==> src/rtl/riscv_pkg.sv <==
// Shared RV32 decode constants, control-bundle type and operand-use helpers
// for the ID/EX pipeline register and its hazard logic.
package riscv_pkg;

   localparam logic [6:0] OP_R     = 7'b0110011;
   localparam logic [6:0] OP_S     = 7'b0100011;
   localparam logic [6:0] OP_B     = 7'b1100011;
   localparam logic [6:0] OP_LOAD  = 7'b0000011;
   localparam logic [6:0] OP_IMM   = 7'b0010011;
   localparam logic [6:0] OP_JAL   = 7'b1101111;
   localparam logic [6:0] OP_JALR  = 7'b1100111;
   localparam logic [6:0] OP_LUI   = 7'b0110111;
   localparam logic [6:0] OP_AUIPC = 7'b0010111;

   typedef enum logic [2:0] {
      ALU_ADD = 3'b000,
      ALU_SUB = 3'b001,
      ALU_SLL = 3'b010,
      ALU_SLT = 3'b011,
      ALU_XOR = 3'b100,
      ALU_SRL = 3'b101,
      ALU_OR  = 3'b110,
      ALU_AND = 3'b111
   } alu_op_e;

   typedef enum logic [1:0] {
      BR_NONE   = 2'd0,
      BR_BRANCH = 2'd1,
      BR_JAL    = 2'd2,
      BR_JALR   = 2'd3
   } br_ctrl_e;

   typedef struct packed {
      logic     RegWrite;
      logic     ALUsrc;
      logic     PCtoRegSrc;
      logic     RDsrc;
      logic     MRead;
      logic     MWrite;
      logic     MenToReg;
      alu_op_e  ALUop;
      br_ctrl_e branchCtrl;
   } ctrl_t;

   // A bubble must not write registers, touch memory or redirect the PC.
   localparam ctrl_t BUBBLE = '0;

   function automatic logic uses_rs1(input logic [6:0] op);
      return !(op == OP_LUI || op == OP_AUIPC || op == OP_JAL);
   endfunction

   function automatic logic uses_rs2(input logic [6:0] op);
      return (op == OP_R || op == OP_S || op == OP_B);
   endfunction

endpackage

==> src/rtl/hazard_detect.sv <==
// Load-use hazard check: instruction in ID reads the register a load in EX
// is about to write. Purely combinational.
module hazard_detect
   import riscv_pkg::*;
(
   input  logic [6:0] id_op,
   input  logic       id_valid,
   input  logic [4:0] id_rs1,
   input  logic [4:0] id_rs2,
   input  logic       ex_valid,
   input  logic       ex_MRead,
   input  logic [4:0] ex_rd,
   output logic       haz
);

   logic hit1, hit2;

   assign hit1 = uses_rs1(id_op) && (ex_rd == id_rs1);
   assign hit2 = uses_rs2(id_op) && (ex_rd == id_rs2);

   // x0 is never really written, so a load to x0 creates no dependency.
   assign haz = id_valid && ex_valid && ex_MRead && (ex_rd != 5'd0) && (hit1 || hit2);

endmodule

==> src/rtl/id_ex_stage.sv <==
// ID/EX pipeline register with load-use stall detection, bubble insertion on
// stall/flush, and wrapping bubble counters for performance debug.
module id_ex_stage
   import riscv_pkg::*;
#(
   parameter int XLEN  = 32,
   parameter int CNT_W = 16
) (
   input  logic             clk,
   input  logic             rst_n,
   input  logic             hold,
   input  logic             flush,
   input  logic             id_valid,
   input  logic [6:0]       id_op,
   input  logic             id_RegWrite,
   input  logic             id_ALUsrc,
   input  logic             id_PCtoRegSrc,
   input  logic             id_RDsrc,
   input  logic             id_MRead,
   input  logic             id_MWrite,
   input  logic             id_MenToReg,
   input  logic [2:0]       id_ALUop,
   input  logic [1:0]       id_branchCtrl,
   input  logic [XLEN-1:0]  id_pc,
   input  logic [XLEN-1:0]  id_rs1_data,
   input  logic [XLEN-1:0]  id_rs2_data,
   input  logic [XLEN-1:0]  id_imm,
   input  logic [4:0]       id_rs1,
   input  logic [4:0]       id_rs2,
   input  logic [4:0]       id_rd,
   input  logic [2:0]       id_funct3,
   input  logic [6:0]       id_funct7,
   output logic             ex_valid,
   output logic             ex_RegWrite,
   output logic             ex_ALUsrc,
   output logic             ex_PCtoRegSrc,
   output logic             ex_RDsrc,
   output logic             ex_MRead,
   output logic             ex_MWrite,
   output logic             ex_MenToReg,
   output logic [2:0]       ex_ALUop,
   output logic [1:0]       ex_branchCtrl,
   output logic [XLEN-1:0]  ex_pc,
   output logic [XLEN-1:0]  ex_rs1_data,
   output logic [XLEN-1:0]  ex_rs2_data,
   output logic [XLEN-1:0]  ex_imm,
   output logic [4:0]       ex_rs1,
   output logic [4:0]       ex_rs2,
   output logic [4:0]       ex_rd,
   output logic [2:0]       ex_funct3,
   output logic [6:0]       ex_funct7,
   output logic             load_use_stall,
   output logic [CNT_W-1:0] stall_bubbles,
   output logic [CNT_W-1:0] flush_bubbles
);

   typedef struct packed {
      logic [XLEN-1:0] pc;
      logic [XLEN-1:0] rs1_data;
      logic [XLEN-1:0] rs2_data;
      logic [XLEN-1:0] imm;
      logic [4:0]      rs1;
      logic [4:0]      rs2;
      logic [4:0]      rd;
      logic [2:0]      funct3;
      logic [6:0]      funct7;
   } data_t;

   ctrl_t      id_ctrl, ex_ctrl;
   data_t      id_data, ex_data;
   logic       ex_vld;
   logic       haz;
   logic       bubble;
   logic [CNT_W-1:0] sb_cnt, fb_cnt;

   assign id_ctrl = '{RegWrite:   id_RegWrite,
                      ALUsrc:     id_ALUsrc,
                      PCtoRegSrc: id_PCtoRegSrc,
                      RDsrc:      id_RDsrc,
                      MRead:      id_MRead,
                      MWrite:     id_MWrite,
                      MenToReg:   id_MenToReg,
                      ALUop:      alu_op_e'(id_ALUop),
                      branchCtrl: br_ctrl_e'(id_branchCtrl)};

   assign id_data = '{pc: id_pc, rs1_data: id_rs1_data, rs2_data: id_rs2_data,
                      imm: id_imm, rs1: id_rs1, rs2: id_rs2, rd: id_rd,
                      funct3: id_funct3, funct7: id_funct7};

   hazard_detect u_haz (
      .id_op    (id_op),
      .id_valid (id_valid),
      .id_rs1   (id_rs1),
      .id_rs2   (id_rs2),
      .ex_valid (ex_vld),
      .ex_MRead (ex_ctrl.MRead),
      .ex_rd    (ex_data.rd),
      .haz      (haz)
   );

   // Wrong-path instructions are squashed, so they must not also raise a stall.
   assign load_use_stall = haz && !flush;
   assign bubble         = flush || haz || !id_valid;

   always_ff @(posedge clk or negedge rst_n) begin
      if (!rst_n) begin
         ex_vld  <= 1'b0;
         ex_ctrl <= BUBBLE;
         ex_data <= '0;
         sb_cnt  <= '0;
         fb_cnt  <= '0;
      end else if (!hold) begin
         if (bubble) begin
            ex_vld  <= 1'b0;
            ex_ctrl <= BUBBLE;
            ex_data <= '0;
         end else begin
            ex_vld  <= 1'b1;
            ex_ctrl <= id_ctrl;
            ex_data <= id_data;
         end
         if (flush)    fb_cnt <= fb_cnt + CNT_W'(1);
         else if (haz) sb_cnt <= sb_cnt + CNT_W'(1);
      end
   end

   assign ex_valid      = ex_vld;
   assign ex_RegWrite   = ex_ctrl.RegWrite;
   assign ex_ALUsrc     = ex_ctrl.ALUsrc;
   assign ex_PCtoRegSrc = ex_ctrl.PCtoRegSrc;
   assign ex_RDsrc      = ex_ctrl.RDsrc;
   assign ex_MRead      = ex_ctrl.MRead;
   assign ex_MWrite     = ex_ctrl.MWrite;
   assign ex_MenToReg   = ex_ctrl.MenToReg;
   assign ex_ALUop      = ex_ctrl.ALUop;
   assign ex_branchCtrl = ex_ctrl.branchCtrl;
   assign ex_pc         = ex_data.pc;
   assign ex_rs1_data   = ex_data.rs1_data;
   assign ex_rs2_data   = ex_data.rs2_data;
   assign ex_imm        = ex_data.imm;
   assign ex_rs1        = ex_data.rs1;
   assign ex_rs2        = ex_data.rs2;
   assign ex_rd         = ex_data.rd;
   assign ex_funct3     = ex_data.funct3;
   assign ex_funct7     = ex_data.funct7;
   assign stall_bubbles = sb_cnt;
   assign flush_bubbles = fb_cnt;

endmodule

==> config.mk <==
export PLATFORM = sky130hd
export DESIGN_NAME = id_ex_stage
export DESIGN_NICKNAME = d
export VERILOG_FILES = /design/src/rtl/riscv_pkg.sv /design/src/rtl/hazard_detect.sv /design/src/rtl/id_ex_stage.sv
export SDC_FILE = /design/constraint.sdc
export NUM_CORES = 1
export LEC_CHECK = 0
export CORE_AREA = 2 2 147 149
export CTS_BUF_LIST = sky130_fd_sc_hd__clkbuf_16
export CTS_CLUSTER_SIZE = 30
export DETAILED_ROUTE_END_ITERATION = 10
export DIE_AREA = 0 0 149 151
export PLACE_DENSITY = 0.78
export SLEW_MARGIN = 20
export SYNTH_ARGS = -nofsm -noshare
export SYNTH_HDL_FRONTEND = slang
export SYNTH_SLANG_ARGS = --single-unit
==> constraint.sdc <==
create_clock -name clk -period 3.9 [get_ports clk]
set_input_delay 0.975 -clock clk [delete_from_list [all_inputs] [get_ports clk]]
set_output_delay 0.975 -clock clk [all_outputs]
set_load 0.01 [all_outputs]
; Word-level counts from Yosys, hierarchy flattened
; Index checks and enable logic that the tools add are counted.
[classes]
addsub = 2
n_eq_ne = 8
n_mux = 3
bitwise_logic = 2
n_reduce_logical = 20
[op_table]
columns = cell, n
row1 = 153-bit 2-to-1 mux, 1
row2 = 16-bit by 1-bit adder with 16-bit output (second input constant), 2
row3 = 7-bit by 6-bit equality test with 1-bit output (second input constant), 3
row4 = 7-bit equality test (second input constant), 2
row5 = 12-bit 2-to-1 mux, 1
row6 = 5-bit equality test, 2
row7 = 7-bit by 5-bit equality test with 1-bit output (second input constant), 1
row8 = 1-bit logical AND, 7
row9 = 1-bit logical OR, 7
row10 = 5-bit nonzero test, 1
row11 = 1-bit logical NOT, 3
row12 = 3-bit AND reduction, 1
row13 = 1-bit NOT, 2
row14 = 2-bit AND reduction, 1
row15 = 1-bit 2-to-1 mux, 1
[word_totals]
register_bits = 198
input_bits = 177
out_inout_bits = 199
word_cells = 56

; Depth between registers and ports, before layout
[logic_depth]
depth_word = 10
ltp_mapped = 7
depth_no_buf = 6

; Modules after synthesis
; Synthesis repeated with hierarchy kept, for this count alone.
[hier_totals]
cells_unflattened = 513
area_unflattened_um2 = 7430.9
[modules_own_cells]
columns = module, instances, cells_per_inst, area_each_um2, seq_area_each_um2
row1 = id_ex_stage, 1, 489, 7254.5, 4954.8
row2 = hazard_detect, 1, 24, 176.4, 0.0

; Worst setup path after synthesis
; OpenSTA, ideal clock, no wires.
[synth_path]
path_kind = input to output
from = input port id_op[6]
to = output port load_use_stall
t_arrival_ns = 2.206
t_required_ns = 2.925
setup_slack_ns = 0.719
stages = 6
path_buffers = 1
cell_sequence = and3_1 o2111a_1 nor4_1 nor2_1 buf_2 nor2_1
[synth_between]
elab_chain_cells = 8
elab_cells_between_ends = 16
cone_classes = 6 x eq/ne / 10 x reduce/logical
[synth_rtl]
columns = item, line
row1 = "start, declared", id_ex_stage.sv:14  ; input logic [6:0] id_op,
row2 = 7-bit by 6-bit equality test with 1-bit output or 7-bit by 5-bit equality test with 1-bit output (tied branches), riscv_pkg.sv:49  ; return !(op == OP_LUI || op == OP_AUIPC || op == OP_JAL);
row3 = 1-bit logical OR (2 in a row), riscv_pkg.sv:49
row4 = 1-bit logical NOT, riscv_pkg.sv:49
row5 = 1-bit logical AND, hazard_detect.sv:18  ; assign hit1 = uses_rs1(id_op) && (ex_rd == id_rs1);
row6 = 1-bit logical OR (*), hazard_detect.sv:22  ; assign haz = id_valid && ex_valid && ex_MRead && (ex_rd != 5'd0) && (hit1 || hit2);
row7 = 1-bit logical AND (*), hazard_detect.sv:22
row8 = 1-bit logical AND (*), id_ex_stage.sv:102  ; assign load_use_stall = haz && !flush;
row9 = "end, declared", id_ex_stage.sv:52  ; output logic load_use_stall,
; Mark *: on every way between the ends. The rest lies on a longest branch, timed or not.

; Worst setup path after layout
; Same ends and word-level chain as after synthesis.

==> results.json <==
{
  "tns_ns": 0,
  "ir_drop_mv": 0.269,
  "fp.dieW_microns": 149,
  "post-cts-setup-buffers": 0,
  "dp_hpwl_microns": 16500,
  "rsz0062_at_grt": "no",
  "worstPathMaxFanout": 3,
  "clk_pin_slew_ns": 0.07,
  "min_period_ns": 3.68,
  "cts_tree": "done",
  "maxSlewViolCount": 0,
  "final_util": 0.580,
  "yosysWarnings": 0,
  "start_util": 0.355,
  "fin_crit_sh": 0.942,
  "drt-pass1-iter-count": 6,
  "placed_cell_area_sq_um": 11500,
  "grt_pass1_wl_microns": 33700,
  "grt_pass1_vias": 5915,
  "design_area_sq_um": 12100,
  "ys_ff_latch": 198,
  "drt-met1-wl_microns": 8900,
  "pre_cts_ws_ns": -0.0991,
  "num_rows": 53,
  "endpoint_kind": "output port",
  "start_kind": "input pin",
  "setup_viol": 0,
  "ys_types": 27,
  "drtAntennaViolNets": 0,
  "vias": 5887,
  "status": "finished, final reports clean",
  "hp-class": "register to register",
  "area_growth_pct": 63.3,
  "cp.arrival_ns": 2.70,
  "wl_per_cell_microns": 19.1,
  "finalPower_mw": 4.80,
  "async_reset_ff_frac": 1.00,
  "vias_per_cell": 4.97,
  "worstMarginPinSlew_ns": 0.947,
  "setup_ws_ns": 0.225,
  "synthesis.nets": 706,
  "syn_area_per_cell_sq_um": 14.0,
  "synth_area_sq_um": 7390,
  "synth_edf_count": 0,
  "drt_iter0_drc": 250,
  "power.leakage_nw": 5.34,
  "crit_required_ns": 2.92,
  "cts_inserted_buffers": 17,
  "cts_max_path_buffers": 2,
  "final_common_cell": "clkdlybuf4s50_1",
  "synthFlopType": "dfrtp_1",
  "worstSkewPairLatency_ns": 0.43,
  "floorplan.die_area_sq_um": 22500,
  "power-per-cell-area_nw_per_um2": 398,
  "maxCapViolCount": 0,
  "relSlewSlack": 0.368,
  "io_pins": 376,
  "clock_sinks": 198,
  "dr_wl_met2_microns": 11500,
  "antenna_found_initial": 3,
  "grtUsageTotal": 0.196,
  "grt_max_degree": 118,
  "coreArea_sq_um": 20800,
  "wl_microns": 22600,
  "highest_layer": "met4",
  "fmax_mhz": 272,
  "final_cell_mix": "clkdlybuf4s50_1, dfrtp_1, a22o_1",
  "syn_inst": 527,
  "yosysSeqAreaShare": 0.670,
  "place.gp.congestion": 0.789,
  "grt_remaining_overflow": 0,
  "die_h_microns": 151,
  "drc_errors": 0,
  "htree_levels": 4,
  "hold_viol_final": 0,
  "clock-root-buffer": "clkbuf_16",
  "portBuffers": 375,
  "met3RoutedLength_microns": 1790,
  "skew_ns": 0.0121,
  "nets": 1073,
  "path_class": "input pin to output port",
  "final_layout_size_suffix_gt1_frac": 0.0563
}
[sequential cells by signal, indices dropped and copies added, names as in the netlist]
| name | cells |
|---|---|
| ex_pc | 32 |
| ex_rd | 5 |
| ex_RegWrite | 1 |
| ex_funct7 | 7 |
| ex_imm | 32 |
| flush_bubbles | 16 |
| ex_branchCtrl | 2 |
| ex_rs1_data | 32 |
| ex_MRead | 1 |
| stall_bubbles | 16 |
| ex_ALUsrc | 1 |
| ex_MenToReg | 1 |
| ex_rs1 | 5 |
| ex_rs2_data | 32 |
| ex_valid | 1 |
| ex_ALUop | 3 |
| ex_RDsrc | 1 |
| ex_rs2 | 5 |
| ex_MWrite | 1 |
| ex_PCtoRegSrc | 1 |
| ex_funct3 | 3 |
[worst max-delay path, cell delays in order]
cell and delay [ns]:
clkdlybuf4s50_1 0.45, and3_1 0.20, o2111a_1 0.30, nor4_2 0.22, nor2_1 0.13, nor2_1 0.12, dlygate4sd2_1 0.30
[what timing repair did]
| item | 4_1_cts | 5_1_grt |
|---|---|---|
| endpoints found under the setup margin | 1 | 0 |
| hold buffers | 0 | 0 |
| resized for setup | 3 | 0 |
[layer usage]
metal / GRT usage / up-vias
met2: 0.332 / 249
met3: 0.0627 / 21
met5: 0 / -
met1: 0.240 / 2905
li1: - / 2712
met4: 0.0614 / 0
[Yosys cell counts (2+ instances only)]
master / number / share of area
ha_1: 2 / 0.0034
nand2b_1: 2 / 0.0017
nand4_1: 8 / 0.0068
nand2_1: 18 / 0.0091
xnor2_1: 22 / 0.026
mux2_2: 2 / 0.0030
inv_1: 2 / 0.0010
a22o_1: 165 / 0.20
nor2b_1: 2 / 0.0017
nor4_1: 10 / 0.0085
clkbuf_1: 22 / 0.011
nor2_1: 12 / 0.0061
xor2_1: 18 / 0.021
dfrtp_1: 198 / 0.67
nand3_1: 9 / 0.0061
nor3_1: 5 / 0.0034
and3_1: 4 / 0.0034
buf_2: 17 / 0.012
[kinds of logic (layout without fill, tap and decap cells)]
| logic type | after synthesis | count (layout) | share of synthesized area |
|---|---|---|---|
| xor gates and xnor gates | 40 | 40 | 0.0474 |
| adders and majority gates | 2 | 2 | 0.00339 |
| AOI/OAI and AO/OA | 168 | 168 | 0.199 |
| DFF | 198 | 198 | 0.670 |
| other | 0 | 3 | 0 |
| buffers and inverters | 41 | 420 | 0.0237 |
| muxes | 2 | 2 | 0.00305 |
| and+or+nand+nor | 76 | 76 | 0.0530 |
[metrics by stage]
step	instances	hold WS, ns
floorplan	527	0.504
global placement	1150	0.456
detailed placement	1150	0.461
CTS	1181	0.472
global route	1184	0.486
finish	1184	0.469
[power by group]
group | internal [mW] | switching, mW
clock network | 0.912 | 0.843
registers | 2.18 | 0.0955
logic | 0.478 | 0.300
total | 3.57 | 1.24
[area by class of cell]
type                            instances  area (sq um)
Fill cell                            1714          8750
Clock inverter                         14           164
Tap cell                              275           344
Inverter                                2          7.51
Clock buffer                           17           425
Timing Repair Buffer                  387          3880
Sequential cell                       198          4950
Antenna cell                            3          7.51
Multi-Input combinational cell        288          2280
[worst paths after layout]
path	start	endpoint	slack, ns	cells after the start
min in group asynchronous	rst_n	ex_rs1_data[22]$_DFFE_PN0N_	0.64	1
max in group asynchronous	rst_n	ex_rs2_data[28]$_DFFE_PN0N_	2.41	2
setup reg to reg	ex_rd[2]$_DFFE_PN0N_	ex_pc[17]$_DFFE_PN0N_	1.17	7
hold / removal	stall_bubbles[15]$_DFFE_PN0P_	stall_bubbles[15]$_DFFE_PN0P_	0.47	1
setup / recovery	id_op[6]	load_use_stall	0.22	7
hold reg to reg	stall_bubbles[15]$_DFFE_PN0P_	stall_bubbles[15]$_DFFE_PN0P_	0.47	1
Power figures use the tool's default switching activity.
